--- config.mk ---
export PLATFORM = sky130hd
export DESIGN_NAME = ex1_gate
export DESIGN_NICKNAME = d
export VERILOG_FILES = /design/src/rtl/ex1_pkg.sv /design/src/rtl/ex1_lut16.sv /design/src/rtl/ex1_gate.sv
export SDC_FILE = /design/constraint.sdc
export NUM_CORES = 1
export LEC_CHECK = 0
export CORE_AREA = 2 2 51 53
export DETAILED_ROUTE_END_ITERATION = 6
export DIE_AREA = 0 0 53 55
export HOLD_SLACK_MARGIN = 0.06
export PLACE_DENSITY_LB_ADDON = 0.3
export RECOVER_POWER = 25
export SYNTH_ARGS = -nofsm -noshare
export SYNTH_HDL_FRONTEND = slang
export SYNTH_HIERARCHICAL = 1
export SYNTH_SLANG_ARGS = --single-unit
--- constraint.sdc ---
create_clock -name clk -period 1.4 [get_ports clk]
set_clock_uncertainty 0.15 [all_clocks]
set_input_delay 0.28 -clock clk [delete_from_list [all_inputs] [get_ports clk]]
set_output_delay 0.28 -clock clk [all_outputs]
set_load 0.02 [all_outputs]
--- src/rtl/ex1_pkg.sv ---
// Shared constants for the ex1 4-input boolean evaluator.
//   EX1_DEFAULT_TABLE : reset truth table, e = (a & b) | (c & d)
//   EX1_IDX_W         : width of the {a,b,c,d} table index
package ex1_pkg;

  localparam logic [15:0] EX1_DEFAULT_TABLE = 16'hF888;
  localparam int unsigned EX1_IDX_W = 4;

endpackage

--- src/rtl/ex1_lut16.sv ---
// Purely combinational 16:1 bit select out of a truth table.
//   lut_table [15:0] : truth table, bit i is the result for index i
//   idx       [3:0]  : table index, {a,b,c,d}
//   sel_bit          : lut_table[idx]
// The names "table" and "bit" are SystemVerilog keywords. The ports are
// therefore called lut_table and sel_bit.
module ex1_lut16
  import ex1_pkg::*;
(
  input  logic [15:0]          lut_table,
  input  logic [EX1_IDX_W-1:0] idx,
  output logic                 sel_bit
);

  always_comb begin
    sel_bit = lut_table[idx];
  end

endmodule

--- src/rtl/ex1_gate.sv ---
// Registered 4-input boolean evaluator with a runtime-reloadable truth table.
//   clk        : single clock, rising edge
//   rst_n      : synchronous reset, active-low
//   a,b,c,d    : function inputs, index bits 3..0
//   cfg_we     : truth-table write enable (ignored during reset)
//   cfg_table  : new truth table, captured when cfg_we=1
//   table_q    : current truth table, for readback
//   e          : registered result, table_q[{a,b,c,d}] one cycle later
module ex1_gate
  import ex1_pkg::*;
#(
  parameter logic [15:0] TRUTH_TABLE = EX1_DEFAULT_TABLE
) (
  input  logic        clk,
  input  logic        rst_n,
  input  logic        a,
  input  logic        b,
  input  logic        c,
  input  logic        d,
  input  logic        cfg_we,
  input  logic [15:0] cfg_table,
  output logic [15:0] table_q,
  output logic        e
);

  logic [EX1_IDX_W-1:0] idx;
  logic                 lut_bit;

  always_comb begin
    idx = {a, b, c, d};
  end

  ex1_lut16 u_lut (
    .lut_table (table_q),
    .idx       (idx),
    .sel_bit   (lut_bit)
  );

  // The lookup reads the registered table_q. A write on the same edge is
  // therefore seen by the evaluation only on the following edge.
  always_ff @(posedge clk) begin
    if (!rst_n) begin
      e       <= 1'b0;
      table_q <= TRUTH_TABLE;
    end else begin
      e <= lut_bit;
      if (cfg_we) begin
        table_q <= cfg_table;
      end
    end
  end

endmodule

==> results.toml <==
[status]
status = "finished with violations"
failed_checks = "setup timing"

[sta]
fin_crit_sh = 1.036
tns_ns = -0.05099
max_freq_mhz = 689.2
rsz0062_at_grt = "true"
fin_ws_ns = -0.05099
layout_min_cycle_time_ns = 1.451
max_slew_margin = 0.8068
whs_ns = 0.3403
final_max_slew_viol_count = 0
finalHoldViolCount = 0
setup_viol = 1
worstMarginPinSlew_ns = 0.2898

[clocking]
cts_sinks = 17
cts_inserted_buffers = 3
clockRootBuffer = "clkbuf_4"
h-tree-depth = 1
hold_buffers = 0
clock_latency_ns = 0.28
path_clk_slew_ns = 0.10
post_cts_resized = 34
max-clock-path-buffers = 2
cts_setup_buffers = 0
cts_tree = "yes"

[cells_and_area]
drive_gt1_frac = 0.4175
register_area_um2 = 372.9
syn_to_final_growth_pct = 49.51
layout_commonest_cell = "clkdlybuf4s50_1"
nFillCells = 242
final_util = 0.4810
diodes = 0
layout_common_cells = "20 x clkdlybuf4s50_1, 19 x mux2i_1, 16 x clkbuf_2, 11 x dfxtp_2, 9 x nor2b_1"
fin_nets = 127
multi_input_area_um2 = 369.1
design_area_mm2 = 0.001137
final_cells = 133

[global_route]
track_usage = 0.1345
gr-total-overflow = 0
grt_pass1_vias = 613
grt_max_degree = 17
grt_pass1_wl_mm = 2.801
antenna_found_initial = 0

[synthesis]
ys_ff_latch = 17
yosysTopAreaCellShare = 0.4474
synthTopCellsByArea = "dfxtp_1 45%, mux2i_1 25%, mux4_1 14%"
synth_largest_area_cell = "dfxtp_1"
avgSynthCellArea_um2 = 12.68
yosysUniqueCellTypes = 9
synth.cell_area_um2 = 760.7
synth_nets = 83
syn_inst = 60
ys_warn_count = 6
yosysSeqAreaShare = 0.4474

[drt]
wl_mm = 1.684
via_per_inst = 4.609
ant_nets = 0
drc = 0
drtIter0Drc = 7
vias = 613
post_drt_wl_per_cell_um = 12.66
dr.pass1.iters = 2

[worst_setup_path]
required_ns = 1.44
worst_setup_path_end_kind = "flop"
crit_type = "reg -> reg"
r2r_setup_slack_ns = -0.05
worstPathArrival_ns = 1.49
start_kind = "flop"
r2r_cells = 4
path_max_fanout = 3

[placement]
numPortBuffers = 39
place_inst = 129
gp_congestion = 0.6522
dpl_cell_area_mm2 = 0.001205

[job]
max_cap_viol_count = 0

[power]
p_sw_w = 0.0002704
switching_share = 0.2629
p_seq_frac = 0.522
power.share.clock = 0.251
p_leak_nw = 0.5021
irDropWorstVdd_v = 0.0005884
comb_power_share = 0.228
internal-power_w = 0.0007580
power.density_mw_per_mm2 = 904.2

[floorplanning]
rows = 18
die_w_um = 53
initial_core_util = 0.3217
io_pins = 40
coreArea_mm2 = 0.002365
fp.dieH_um = 55
fp.dieArea_mm2 = 0.002915

[worst_hold_path]
holdPathStages = 2
hold_class = "reg -> reg"
==> critical path, cell delays in order, from the launching register on <==
cell and delay [ns]:
dfxtp_4 0.36, mux4_2 0.46, mux2i_1 0.16, mux2i_1 0.09
and2_1 0.13
==> synth_stat cells (all sizes together) <==
cell type / instances
mux2i: 19
dfxtp: 17
nor2b: 9
nand2: 7
mux4: 4
buf: 3
and2: 1
==> cell type report <==
cell class	count	area share
clock buffer	4	0.02310
multi-input combinational	40	0.3245
sequential	17	0.3278
tap	30	0.03300
timing repair buffer	42	0.2915
==> state kept, by name (all words and copies together), names as in the netlist <==
name,flops
table_q,16
e,1
==> power by group through the flow <==
stage	logic [W]	clock network, W	registers, W
detailed placement	0.000271	0	0.000548
global placement	0.000266	0	0.000550
CTS	0.000255	0.000266	0.000537
global route	0.000253	0.000290	0.000541
finish	0.000234	0.000258	0.000536
floorplan	0.0000938	0	0.000581
==> logic make-up after synthesis <==
group / share of synthesized area
buf+inv: 0.04769
flops: 0.4474
mux: 0.3882
simple gates: 0.1168
==> final timing paths <==
path	start	to
max reg2reg	table_q[15]	e
min reg2reg	table_q[3]	table_q[3]
max	table_q[15]	e
min	table_q[3]	table_q[3]
==> metal layers <==
layer,vias to the layer above,global-route usage,share of wire
met4,0,0.06410,0.0071
met1,296,0.1639,0.42
met2,18,0.2229,0.51
met3,2,0.03495,0.061
met5,-,0,0
li1,297,-,-
==> metrics by stage <==
step	worst slack (ns)	power [W]
after floorplan	0.009716	0.0006748
after detailed placement	-0.6916	0.0008194
after global placement	-0.6167	0.0008159
final	-0.05099	0.001028
after global routing	-0.09439	0.001085
after CTS	-0.03965	0.001057
Note: power is estimated with default switching activity, not from simulation.
